===== src/rtl/count_mon_pkg.sv =====
// count_mon_pkg: shared width, FSM states and sizing helper for count_monitor
package count_mon_pkg;
  localparam int CNT_W = 3;
  typedef enum logic {ST_UNLOCKED, ST_TRACK} mon_state_t;
  function automatic int stab_w(input int n);
    return $clog2(n + 1);
  endfunction
endpackage


===== src/rtl/count_sync_filter.sv =====
// count_sync_filter: synchronizes the ripple bits and accepts values stable for STABLE_CYCLES samples
module count_sync_filter
  import count_mon_pkg::*;
#(
  parameter int STABLE_CYCLES = 2
) (
  input  logic             clk,
  input  logic             clr,
  input  logic [CNT_W-1:0] raw,
  input  logic [CNT_W-1:0] cur,
  input  logic             unlocked,
  output logic             accept,
  output logic [CNT_W-1:0] val
);
  localparam int SW = stab_w(STABLE_CYCLES);
  localparam logic [SW-1:0] SC = SW'(STABLE_CYCLES);
  logic [CNT_W-1:0] s1, s2, cand;
  logic [SW-1:0] stab, stab_d;
  logic [1:0] fill;
  // two-flop synchronizer; fill marks when s2 holds a real sample rather than reset zeros
  always_ff @(posedge clk or negedge clr)
    if (!clr) begin
      s1 <= '0;
      s2 <= '0;
      fill <= '0;
    end else begin
      s1 <= raw;
      s2 <= s1;
      fill <= {fill[0], 1'b1};
    end
  // stability count for the next edge; acceptance is decided on the edge that reaches STABLE_CYCLES
  always_comb begin
    stab_d = !fill[1] ? '0 : s2 != cand ? SW'(1) : stab == SC ? stab : stab + SW'(1);
    accept = stab_d == SC && (unlocked || s2 != cur);
    val = s2;
  end
  // candidate value and its run length
  always_ff @(posedge clk or negedge clr)
    if (!clr) begin
      cand <= '0;
      stab <= '0;
    end else begin
      cand <= s2;
      stab <= stab_d;
    end
endmodule


===== src/rtl/count_monitor.sv =====
// count_monitor: filtered view of a 3-bit ripple counter with sequence checking and wrap counting
module count_monitor
  import count_mon_pkg::*;
#(
  parameter int STABLE_CYCLES = 2,
  parameter int WRAP_W = 8
) (
  input  logic              clk,
  input  logic              clr,
  input  logic              qa,
  input  logic              qb,
  input  logic              qc,
  input  logic              clear_err,
  output logic [CNT_W-1:0]  count_out,
  output logic              count_valid,
  output logic              locked,
  output logic [WRAP_W-1:0] wraps,
  output logic              err,
  output logic [CNT_W-1:0]  err_val
);
  mon_state_t state_q, state_d;
  logic accept, seq_ok, bad, wrap_inc;
  logic [CNT_W-1:0] val;
  count_sync_filter #(.STABLE_CYCLES(STABLE_CYCLES)) u_filt (
    .clk      (clk),
    .clr      (clr),
    .raw      ({qc, qb, qa}),
    .cur      (count_out),
    .unlocked (state_q == ST_UNLOCKED),
    .accept   (accept),
    .val      (val)
  );
  // state register
  always_ff @(posedge clk or negedge clr)
    if (!clr) state_q <= ST_UNLOCKED;
    else state_q <= state_d;
  // lock on the first accepted value
  always_comb state_d = state_q == ST_UNLOCKED && accept ? ST_TRACK : state_q;
  // sequence check against the previous accepted value
  always_comb begin
    seq_ok = val == count_out + CNT_W'(1);
    bad = accept && state_q == ST_TRACK && !seq_ok;
    wrap_inc = accept && state_q == ST_TRACK && seq_ok && &count_out && !(&wraps);
    locked = state_q == ST_TRACK;
  end
  // accepted value, wrap count and sticky error; a new error beats a clear request
  always_ff @(posedge clk or negedge clr)
    if (!clr) begin
      count_out <= '0;
      count_valid <= 1'b0;
      wraps <= '0;
      err <= 1'b0;
      err_val <= '0;
    end else begin
      count_out <= accept ? val : count_out;
      count_valid <= accept;
      wraps <= wrap_inc ? wraps + WRAP_W'(1) : wraps;
      err <= bad ? 1'b1 : clear_err ? 1'b0 : err;
      err_val <= bad ? val : clear_err ? '0 : err_val;
    end
endmodule


===== config.mk =====
export PLATFORM = sky130hd
export DESIGN_NAME = count_monitor
export DESIGN_NICKNAME = d
export VERILOG_FILES = /design/src/rtl/count_mon_pkg.sv /design/src/rtl/count_sync_filter.sv /design/src/rtl/count_monitor.sv
export SDC_FILE = /design/constraint.sdc
export NUM_CORES = 1
export LEC_CHECK = 0
export CAP_MARGIN = 0
export CORE_UTILIZATION = 39
export CTS_CLUSTER_DIAMETER = 80
export DETAILED_ROUTE_END_ITERATION = 16
export GPL_ROUTABILITY_DRIVEN = 0
export GPL_TIMING_DRIVEN = 0
export PLACE_DENSITY = 0.65
export SKIP_LAST_GASP = 1
export SLEW_MARGIN = 30
export SYNTH_ARGS = -nofsm -noshare
export SYNTH_HDL_FRONTEND = slang
export SYNTH_HIERARCHICAL = 1
export SYNTH_SLANG_ARGS = --single-unit

===== constraint.sdc =====
create_clock -name clk -period 2 [get_ports clk]
set_input_delay 0.4 -clock clk [delete_from_list [all_inputs] [get_ports clk]]
set_output_delay 0.4 -clock clk [all_outputs]
set_load 0.1 [all_outputs]

Yosys cells after proc, flatten, opt, wreduce, memory -nomap -nowiden. Index checks and enable logic that the tools add are counted.

Shift operators: 0. Multiplexer cells: 7. Bitwise logic cells: 1. Eq/ne operators: 5. Multipliers: 0. $add $sub $neg: 3. $lt $le $gt $ge: 0. Div/mod/pow operators: 0. Reduce and logical (&&, ||, !) cells: 13.

Operator list (count): $add 8x1->8 const B (1); $reduce_and 8->1 (1); $logic_and 1x1->1 (7); $mux 2 (3); $mux 3 (2); $ne 3x3->1 (2); $eq 2x2->1 const B (2); $add 3x1->3 const B (1); $eq 3x3->1 (1); $reduce_and 3->1 (1); $add 2x1->2 const B (1); $logic_not 1->1 (2); $mux 1 (2); $reduce_bool 2->1 (1); $logic_or 1x1->1 (1); $not 1->1 (1).

Memory bits (writable): 0. Bits in latches: 0. Logic and storage cells: 40. ROM bits: 0. Memories: 0. Bits in registers: 30.

Depth between registers and ports, before layout. Gate-level depths: netlist of run 1.

Depth after elaboration: 10. Mapped depth: 9.

By module. Netlist of run 1, hierarchy kept.

Modules (own cells, without submodules): count_monitor (cells each 67, times used 1, sequential area each 425.4 um^2, area an instance 769.5 um^2); count_sync_filter (cells each 30, times used 1, sequential area each 325.3 um^2, area an instance 454.2 um^2).

Worst setup path after synthesis of run 1. No wires, ideal clock.

Path type: reg-to-reg. Start: register count_out[0]. End: register wraps[6]. Setup time: 0.126 ns. Slack: -0.757 ns. Stages on the path, launching flop included: 8. Required time: 1.874 ns. Data arrival time: 2.631 ns. Cells stage by stage: dfrtp_1 -> xor2_1 -> nor4_2 -> nor4b_2 -> and3_1 -> nand4_2 -> nor3_1 -> mux2_2.

Word-level cells in the longest chain between the ends: 7. Elaborated cells on any way between the ends: 10. Those cells by class: add/sub: 1; eq/ne: 2; reduce/logical: 7.

RTL lines: from (decl) (RTL line count_monitor.sv:14) `output logic [CNT_W-1:0] count_out,`; from (signal assigned) (RTL line count_monitor.sv:55) `count_out <= accept ? val : count_out;`; $ne 3x3->1 (RTL line count_sync_filter.sv:34) `accept = stab_d == SC && (unlocked || s2 != cur);`; $logic_or 1x1->1 (RTL line count_sync_filter.sv:34); $logic_and 1x1->1 (RTL line count_sync_filter.sv:34); net accept (RTL line count_monitor.sv:22) `logic accept, seq_ok, bad, wrap_inc;`; $logic_and 1x1->1 (4 in a row) (RTL line count_monitor.sv:43) `wrap_inc = accept && state_q == ST_TRACK && seq_ok && &count_out && !(&wraps);`; to (signal assigned) (RTL line count_monitor.sv:57) `wraps <= wrap_inc ? wraps + WRAP_W'(1) : wraps;`; to (decl) (RTL line count_monitor.sv:17) `output logic [WRAP_W-1:0] wraps,`.

The timed path passes the listed nets, and every way through them passes these cells. A chain may end at the register's enable or synchronous reset.

Final worst setup path of run 1.
Start: register count_out[0]. End: register wraps[1].

Same word-level chain as after synthesis.

==> results.py, run 1 <==
metrics = {
    "clock_network": {
        "worst_setup_hold_path_clk_slew_ps": 100,
        "cts-root-buf": "sky130_fd_sc_hd__clkbuf_4",
        "clkLatencyLatePin_ps": 330,
        "cts_inserted_buffers": 5,
        "clock_h_tree_levels": 2,
        "ctsLongestPathBuffers": 2,
        "clock_tree_from_tritoncts": "yes",
        "clock_sinks": 30,
    },
    "status": {
        "status": "finished, violations left",
        "failing_checks": "DRC, setup timing",
    },
    "yosys": {
        "seq_area_frac_synth_pct": 61.3,
        "synth_seq_cells": 30,
        "number_of_synthesis_warnings": 6,
        "postSynthCellCount": 97,
        "syn_nets": 107,
        "syn_area_per_cell_sq_um": 12.6,
        "synth-edff-count": 0,
        "synth.cell_area_sq_mm": 0.00122,
        "ys_types": 25,
        "synth_top_flop_cell": "sky130_fd_sc_hd__dfrtp_1",
        "share_of_synthesized_registers_carrying_an_async_set_or_reset_pct": 100,
    },
    "flow_run": {
        "drv_cap": 0,
    },
    "floorplan": {
        "die_height_um": 58.0,
        "floorplan.rows": 19,
        "floorplan.io_pins": 23,
        "fp.dieArea_sq_mm": 0.00337,
        "core-area_sq_mm": 0.00285,
        "die_w_um": 58.0,
        "start_util_pct": 42.9,
    },
    "grt": {
        "wire_length_of_the_first_global_routing_pass_um": 3860,
        "grt_max_degree": 31,
        "groute.usage.overall_pct": 15.6,
        "first_global_vias": 851,
        "antenna_violations_before_repair": 0,
        "overflow": 0,
    },
    "drt": {
        "drt_iter0_drc": 26,
        "routedWlPerCell_um": 13.8,
        "detail_route.vias_per_cell": 5.10,
        "drtPass1Iterations": 10,
        "vias": 842,
        "routed_wirelength_um": 2270,
        "drcViolationCount": 1,
        "ant_nets": 0,
    },
    "power": {
        "intPower_w": 0.000965,
        "clock_power_share_pct": 24.0,
        "power.density_cell_area_mw_per_mm2": 883,
        "seq_power_share_pct": 46.3,
        "cellLeakagePower_nw": 0.806,
        "pwr-share-comb_pct": 29.8,
        "vdd_ir_drop_max_v": 0.000438,
        "switching_power_w": 0.000575,
        "swShare_pct": 37.3,
        "finalPower_w": 0.00154,
    },
    "cells_and_area": {
        "diode_count": 0,
        "most_common_library_cell_in_the_layout_ignoring_fill_and_taps": "sky130_fd_sc_hd__dfrtp_1",
        "stdcell_area_sq_mm": 0.00174,
        "layout.cells.most_common_list": "23 x sky130_fd_sc_hd__dfrtp_1, 9 x sky130_fd_sc_hd__nand2_1, 7 x sky130_fd_sc_hd__xor2_1, 7 x sky130_fd_sc_hd__clkdlybuf4s15_2, 6 x sky130_fd_sc_hd__buf_4",
        "drive_above_1_share_pct": 43.3,
        "num-nets-final": 143,
        "syn_to_final_growth_pct": 42.4,
    },
    "placement": {
        "io_buffers": 22,
        "dpl-instance-area_sq_mm": 0.00153,
        "dp_hpwl_um": 1390,
    },
    "sta": {
        "maxClockFrequency_mhz": 468,
        "fin_crit_sh_pct": 107,
        "worst-slew-pin-transition_ps": 958,
        "clock-skew-final_ps": 14.8,
        "maxSlewHeadroom_pct": 36.4,
        "setup_ws_ps": -138,
        "rsz_0062_raised_after_global_routing": "yes",
        "finalHoldViolations": 0,
        "timing.setup.tns_ps": -705,
        "final_max_slew_viol_count": 0,
        "post-route-min-period_ps": 2140,
        "report.final.setup_viol": 10,
    },
    "critical_path": {
        "critical_path_s_top_delay_family": "simple AND/OR/NAND/NOR gates",
        "critical_path.cell_chain": "xor2_2 -> nor4_2 -> nor4b_4 -> and3_4 -> nand4_4 -> buf_4 -> nor2_4 -> mux2_4",
        "crit_cells": 8,
        "max_stage_delay_ps": 520,
        "critical_path_peak_fanout": 5,
        "startpoint_type": "flop",
        "worstPathRequired_ps": 2230,
        "r2r.worst_path.cells": 8,
        "cp_slowest_cell": "sky130_fd_sc_hd__dfrtp_4",
        "path_buf_inv": 1,
        "setup.worst_path.end_class": "flop",
        "cp_data_arrival_time_ps": 2360,
        "path_class": "reg2reg",
    },
    "worst_hold_path": {
        "hold_path_class": "in2async",
    },
}
metrics by stage:
step                      instances  util (%)  hold slack, ps  setup WS [ps]
after floorplan                  97         -             104           -286
after global placement          150      53.8             333           -289
after detailed placement        150      53.6             337           -286
after CTS                       164      60.0             103           -130
after global routing            165      61.1             130           -234
final                           165      61.1            88.7           -138
synthesized netlist by cell type (all sizes together) (3+ instances only):
cell type,count,area (sq um)
dfrtp,30,751
nand2,11,41.3
xor2,10,87.6
inv,5,18.8
mux2,5,56.3
ha,4,50.1
nor2,4,15.0
xnor2,4,35.0
nand3,3,15.0
nor3,3,15.0
nor4,3,25.0
o21ai,3,15.0
power by group through the flow:
stage / clock, W / sequential (W) / combinational, W
floorplan: 0 / 0.000914 / 0.000128
global placement: 0 / 0.000720 / 0.000416
detailed placement: 0 / 0.000720 / 0.000425
CTS: 0.000386 / 0.000705 / 0.000438
global route: 0.000408 / 0.000722 / 0.000485
finish: 0.000369 / 0.000713 / 0.000458
flip-flops by register name (all words and copies together) (netlist names), 2 cells and up:
name / cells
u_filt/cand: 3
u_filt/val: 3
u_filt/stab: 2
u_filt/s1: 3
u_filt/fill: 2
count_out: 3
wraps: 8
err_val: 3
final cells by class:
type | count | area [sq um]
Fill cell | 238 | 1110
Clock buffer | 7 | 55.1
Inverter | 5 | 18.8
Tap cell | 31 | 38.8
Clock inverter | 1 | 5.00
Multi-Input combinational cell | 62 | 601
Timing Repair Buffer | 29 | 258
Sequential cell | 30 | 767
path summary, 6_finish.rpt:
kind	startpoint	end	slack, ps
worst max register to register	count_out[0]	wraps[1]	-140
max in group asynchronous	clr	count_out[0]	1430
worst min-delay path	clr	wraps[2]	90
worst min register to register	u_filt/fill[0]	u_filt/fill[1]	350
worst max-delay path	count_out[0]	wraps[1]	-140
min in group clk	u_filt/fill[0]	u_filt/fill[1]	350
timing repair:
action / 4_1_cts / 5_1_grt
setup buffers: 6 / 1
pin swaps: 5 / 3
setup endpoints to repair: 28 / 17
resized for setup: 46 / 14
hold buffers: 0 / 0
cells by family (layout without fill, tap and decap cells):
group	Yosys count	count (layout)	share of synthesized area, %
AOI/OAI and AO/OA	7	7	3.99
xor gates and xnor gates	14	14	10.0
adders and majority gates	4	4	4.09
buffers and inverters	5	42	1.53
DFF	30	30	61.3
muxes	5	5	4.60
other	1	1	0.306
and+or+nand+nor	31	31	14.1
routing by layer:
layer,vias to the layer above,global-route usage (%),wire (um)
met4,0,6.12,68
met1,410,19.5,1010
met5,-,0,0
met2,21,24.1,1060
li1,403,-,-
met3,8,6.25,132
Power figures use the tool's default switching activity.
==> inputs of run 2 (changes only) <==
--- a/config.mk
+++ b/config.mk
@@ -6,12 +6,13 @@
 export NUM_CORES = 1
 export LEC_CHECK = 0
 export CAP_MARGIN = 0
-export CORE_UTILIZATION = 39
+export CORE_UTILIZATION = 45
+export CTS_BUF_LIST = sky130_fd_sc_hd__clkbuf_4 sky130_fd_sc_hd__clkbuf_8 sky130_fd_sc_hd__clkbuf_16
 export CTS_CLUSTER_DIAMETER = 80
 export DETAILED_ROUTE_END_ITERATION = 16
 export GPL_ROUTABILITY_DRIVEN = 0
 export GPL_TIMING_DRIVEN = 0
-export PLACE_DENSITY = 0.65
+export PLACE_DENSITY = 0.73
 export SKIP_LAST_GASP = 1
 export SLEW_MARGIN = 30
 export SYNTH_ARGS = -nofsm -noshare
==> results.py, run 2 (synthesis gave the netlist of run 1 again) <==
metrics = {
    "status": {
        "status": "finished, violations left",
        "failing_checks": "setup timing",
    },
    "power": {
        "switching_power_w": 0.000589,
        "cellLeakagePower_nw": 0.811,
        "clock_power_share_pct": 24.0,
        "pwr-share-comb_pct": 31.0,
        "vdd_ir_drop_max_v": 0.000988,
        "finalPower_w": 0.00158,
        "intPower_w": 0.000987,
        "swShare_pct": 37.4,
        "seq_power_share_pct": 45.0,
        "power.density_cell_area_mw_per_mm2": 886,
    },
    "floorplan": {
        "floorplan.io_pins": 23,
        "floorplan.rows": 18,
        "start_util_pct": 48.5,
        "die_height_um": 54.1,
        "fp.dieArea_sq_mm": 0.00293,
        "die_w_um": 54.1,
        "core-area_sq_mm": 0.00252,
    },
    "cells_and_area": {
        "drive_above_1_share_pct": 45.7,
        "max_flop_register": "wraps",
        "final_cells": 168,
        "largest_register_ffs": 8,
        "final_core_util_pct": 70.5,
        "diode_count": 0,
        "fill_cells": 182,
        "num-nets-final": 147,
        "most_common_library_cell_in_the_layout_ignoring_fill_and_taps": "sky130_fd_sc_hd__dfrtp_1",
        "register_area_sq_um": 767,
        "multi_input_comb_area_sq_um": 601,
        "syn_to_final_growth_pct": 45.4,
        "layout.cells.most_common_list": "23 x sky130_fd_sc_hd__dfrtp_1, 10 x sky130_fd_sc_hd__nand2_1, 9 x sky130_fd_sc_hd__buf_4",
    },
    "clock_network": {
        "cts_inserted_buffers": 5,
        "worst_setup_hold_path_clk_slew_ps": 100,
        "clock_sinks": 30,
        "ctsLongestPathBuffers": 2,
        "clkLatencyLatePin_ps": 330,
        "clock_h_tree_levels": 2,
        "clock_tree_from_tritoncts": "yes",
        "cts-root-buf": "sky130_fd_sc_hd__clkbuf_4",
    },
    "drt": {
        "drcViolationCount": 0,
        "routedWlPerCell_um": 13.9,
        "ant_nets": 0,
        "drtPass1Iterations": 4,
        "vias": 853,
        "routed_wirelength_um": 2330,
        "drt_iter0_drc": 13,
        "detail_route.vias_per_cell": 5.08,
    },
    "sta": {
        "maxClockFrequency_mhz": 469,
        "post-route-min-period_ps": 2130,
        "rsz_0062_raised_after_global_routing": "yes",
        "setup_ws_ps": -132,
        "finalHoldViolations": 0,
        "worst-slew-pin-transition_ps": 954,
        "maxSlewHeadroom_pct": 36.7,
        "fin_crit_sh_pct": 107,
        "clock-skew-final_ps": 8.50,
        "report.final.setup_viol": 11,
        "timing.setup.tns_ps": -538,
        "final_max_slew_viol_count": 0,
    },
    "critical_path": {
        "critical_path.cell_chain": "xnor2_1 -> nand2_1 -> nor4b_4 -> and3_4 -> nand4_4 -> nor3_4 -> mux2_4",
        "critical_path_peak_fanout": 7,
        "r2r_start": "u_filt/val[0]",
        "cp_slowest_cell": "sky130_fd_sc_hd__dfrtp_2",
        "r2r.worst_path.cells": 7,
        "startpoint_type": "flop",
        "regToRegSetupSlack_ps": -130,
        "max_stage_delay_ps": 480,
        "cp_data_arrival_time_ps": 2350,
        "timing.rr.end": "wraps[6]",
        "worstPathRequired_ps": 2220,
        "setup.worst_path.end_class": "flop",
        "path_class": "reg2reg",
    },
    "placement": {
        "io_buffers": 22,
        "dp_hpwl_um": 1430,
        "number_of_instances_in_the_placed_design": 149,
    },
    "grt": {
        "wire_length_of_the_first_global_routing_pass_um": 3940,
        "groute.usage.overall_pct": 19.9,
        "overflow": 0,
        "first_global_vias": 858,
        "grt_use_met3_pct": 7.34,
        "grt_max_degree": 31,
        "grt.met2_usage_pct": 28.0,
        "antenna_violations_before_repair": 0,
        "globalRoute.busiestLayer": "met2",
        "global_route.usage.met1_pct": 27.4,
    },
    "flow_run": {
        "drv_cap": 0,
    },
    "worst_hold_path": {
        "hold_path_class": "in2async",
    },
}
[run 2: worst max path at each step]
stage                   start       end  slack (ps)  cells after the start
2_1_floorplan    count_out[2]  wraps[5]        -290                      7
3_3_place_gp    u_filt/val[2]  wraps[7]        -300                      7
3_5_place_dp    u_filt/val[2]  wraps[7]        -310                      7
4_1_cts          count_out[0]  wraps[6]        -140                      7
5_1_grt        u_filt/stab[1]  wraps[6]        -250                      9
6_report        u_filt/val[0]  wraps[6]        -130                      7
[run 2: timing repair]
item / CTS / global route
resized for setup: 49 / 15
endpoints found under the setup margin: 28 / 18
hold buffers: 0 / 0
buffers inserted: 7 / 4
pin swaps: 8 / 8
[run 2: per-stage QoR]
stage	setup slack [ps]	hold slack, ps	area, sq um
2_1_floorplan	-286	104	1270
3_3_place_gp	-295	332	1530
3_5_place_dp	-312	335	1530
4_1_cts	-145	92.6	1720
5_1_grt	-248	119	1780
6_report	-132	83.1	1780
[run 2: metal layers]
metal,wire length [um],share of wire [%],vias to the layer above
met5,0,0,-
met4,41,1.8,0
met3,120,5.2,5
met2,1090,47,23
met1,1080,46,418
li1,-,-,407
[run 2: cell type report]
class	count	area share [%]
inverter	5	1.05
clock inverter	2	0.703
tap	30	2.11
multi-input combinational	62	33.8
sequential	30	43.1
clock buffer	6	2.88
timing repair buffer	33	16.4
[run 2: power by group through the flow]
stage	registers, W	clock network, W	logic, W
after floorplan	0.000914	0	0.000128
after global placement	0.000720	0	0.000417
after detailed placement	0.000722	0	0.000425
after CTS	0.000708	0.000396	0.000458
after global routing	0.000717	0.000427	0.000516
final	0.000709	0.000379	0.000488
[run 2: worst max-delay path: cells and delay by family (launching register included)]
family	cells	cell delay, ps
xor gates and xnor gates	1	150
DFF	1	480
muxes	1	310
and+or+nand+nor	5	1090
==> inputs of run 3 (changes only) <==
--- a/config.mk
+++ b/config.mk
@@ -6,6 +6,7 @@
 export NUM_CORES = 1
 export LEC_CHECK = 0
 export CAP_MARGIN = 0
+export CORE_ASPECT_RATIO = 1.2
 export CORE_UTILIZATION = 45
 export CTS_BUF_LIST = sky130_fd_sc_hd__clkbuf_4 sky130_fd_sc_hd__clkbuf_8 sky130_fd_sc_hd__clkbuf_16
 export CTS_CLUSTER_DIAMETER = 80
==> constraint.sdc (replaced) <==
create_clock -name clk -period 2 [get_ports clk]
set_input_delay 0.4 -clock clk [delete_from_list [all_inputs] [get_ports clk]]
set_output_delay 0.4 -clock clk [all_outputs]
set_load 0.02 [all_outputs]
==> results.py, run 3 (synthesis gave the netlist of run 1 again) <==
metrics = {
    "critical_path": {
        "critical_path_peak_fanout": 7,
        "path_class": "reg2reg",
        "worstPathRequired_ps": 2210,
        "r2r.worst_path.cells": 6,
        "setup.worst_path.end_class": "flop",
        "startpoint_type": "flop",
        "regToRegSetupSlack_ps": -70,
        "cp_data_arrival_time_ps": 2280,
        "r2r_start": "count_out[0]",
        "timing.rr.end": "wraps[6]",
    },
    "grt": {
        "groute.usage.overall_pct": 19.3,
        "wire_length_of_the_first_global_routing_pass_um": 3950,
        "overflow": 0,
        "first_global_vias": 903,
        "grt_max_degree": 31,
        "antenna_violations_before_repair": 0,
    },
    "sta": {
        "post-route-min-period_ps": 2070,
        "report.final.setup_viol": 5,
        "rsz_0062_raised_after_global_routing": "yes",
        "final_max_slew_viol_count": 0,
        "setup_ws_ps": -70.0,
        "worst-slew-pin-transition_ps": 751,
        "clock-skew-final_ps": 6.42,
        "timing.setup.tns_ps": -134,
        "fin_crit_sh_pct": 104,
        "maxClockFrequency_mhz": 483,
        "maxSlewHeadroom_pct": 49.8,
        "finalHoldViolations": 0,
    },
    "drt": {
        "ant_nets": 0,
        "top_layer_used": "met4",
        "routedWlPerCell_um": 13.7,
        "vias": 835,
        "drt_iter0_drc": 10,
        "detail_route.vias_per_cell": 4.91,
        "drcViolationCount": 0,
        "detailroute.wirelength.met2_um": 1230,
        "wl_met3_um": 107,
        "routed_wirelength_um": 2320,
        "m1WireLength_um": 949,
        "drtPass1Iterations": 4,
    },
    "worst_hold_path": {
        "hold_path_class": "in2async",
    },
    "cells_and_area": {
        "largest_register_ffs": 8,
        "most_common_library_cell_in_the_layout_ignoring_fill_and_taps": "sky130_fd_sc_hd__dfrtp_1",
        "fill_cells": 186,
        "final_core_util_pct": 68.6,
        "multi_input_comb_area_sq_um": 576,
        "diode_count": 0,
        "final_cells": 170,
        "drive_above_1_share_pct": 34.3,
        "max_flop_register": "wraps",
        "stdcell_area_sq_mm": 0.00175,
        "num-nets-final": 146,
        "layout.cells.most_common_list": "24 x sky130_fd_sc_hd__dfrtp_1, 21 x sky130_fd_sc_hd__clkdlybuf4s50_1, 10 x sky130_fd_sc_hd__nand2_1, 10 x sky130_fd_sc_hd__xor2_1, 9 x sky130_fd_sc_hd__buf_4",
        "syn_to_final_growth_pct": 43.1,
        "register_area_sq_um": 758,
    },
    "placement": {
        "io_buffers": 22,
        "dp_hpwl_um": 1540,
        "number_of_instances_in_the_placed_design": 152,
        "dpl-instance-area_sq_mm": 0.00152,
    },
    "clock_network": {
        "ctsLongestPathBuffers": 2,
        "clock_h_tree_levels": 2,
        "worst_setup_hold_path_clk_slew_ps": 90,
        "clkLatencyLatePin_ps": 320,
        "cts_inserted_buffers": 5,
        "cts-root-buf": "sky130_fd_sc_hd__clkbuf_4",
        "clock_tree_from_tritoncts": "yes",
        "clock_sinks": 30,
    },
    "floorplan": {
        "core-area_sq_mm": 0.00255,
        "floorplan.rows": 20,
        "fp.dieArea_sq_mm": 0.00293,
        "die_height_um": 59.1,
        "start_util_pct": 47.9,
        "floorplan.io_pins": 23,
        "die_w_um": 49.6,
    },
    "power": {
        "cellLeakagePower_nw": 0.793,
        "power.density_cell_area_mw_per_mm2": 800,
        "vdd_ir_drop_max_v": 0.000649,
    },
    "flow_run": {
        "drv_cap": 0,
    },
    "status": {
        "failing_checks": "setup timing",
        "status": "finished, violations left",
    },
}
## run 3: cell types whose count changed in the layout (fill, tap and decap cells not counted), sizes merged
cell | previous run | this run
clkinvlp | 1 | 0
dlygate4sd2 | 3 | 0
clkbuf | 10 | 7
buf | 12 | 11
clkdlybuf4s50 | 4 | 21
clkdlybuf4s15 | 10 | 0
## run 3: through the flow
step	power (W)	hold WS, ps	setup WS [ps]
after floorplan	0.000862	104	-83.0
final	0.00140	93.8	-70.0
after global routing	0.00147	131	-165
after CTS	0.00137	109	-80.2
after detailed placement	0.000966	336	-328
after global placement	0.000953	333	-263
## run 3: cell type report
| class | instances | share of cell area, % |
|---|---|---|
| Inverter | 5 | 1.07 |
| Clock inverter | 1 | 0.286 |
| Tap cell | 33 | 2.36 |
| Timing Repair Buffer | 32 | 16.8 |
| Clock buffer | 7 | 3.36 |
| Multi-Input combinational cell | 62 | 32.9 |
| Sequential cell | 30 | 43.3 |
## run 3: repair_timing
action	CTS	global route
pin swaps	2	8
buffers inserted	5	5
hold buffers	0	0
setup endpoints to repair	11	12
hold endpoints to repair	0	0
gates resized for setup	7	11
## run 3: critical path, stage by stage (launching register included)
cell and delay [ps]:
sky130_fd_sc_hd__dfrtp_2 440, sky130_fd_sc_hd__ha_1 210, sky130_fd_sc_hd__ha_1 300, sky130_fd_sc_hd__xnor2_2 250, sky130_fd_sc_hd__nand4_4 240, sky130_fd_sc_hd__nor3_4 200, sky130_fd_sc_hd__mux2_4 310
## run 3: power by group
part           switching [W]  internal, W  total (W)  leakage, nW
combinational       0.000158     0.000167   0.000325        0.375
sequential         0.0000442     0.000651   0.000695        0.379
clock               0.000197     0.000184   0.000381       0.0387
## run 3: layer usage
| layer | track usage (%) | vias up |
|---|---|---|
| met2 | 34.7 | 20 |
| met1 | 19.6 | 399 |
| met5 | 0 | - |
| met4 | 8.57 | 0 |
| li1 | - | 412 |
| met3 | 7.69 | 4 |
## run 3: worst max path at each step
stage / startpoint / to / cells after the start
floorplan: count_out[0] / wraps[6] / 7
global placement: u_filt/val[2] / wraps[4] / 7
detailed placement: u_filt/val[1] / wraps[6] / 7
CTS: u_filt/val[2] / wraps[6] / 7
global route: u_filt/stab[0] / wraps[6] / 9
finish: count_out[0] / wraps[6] / 6
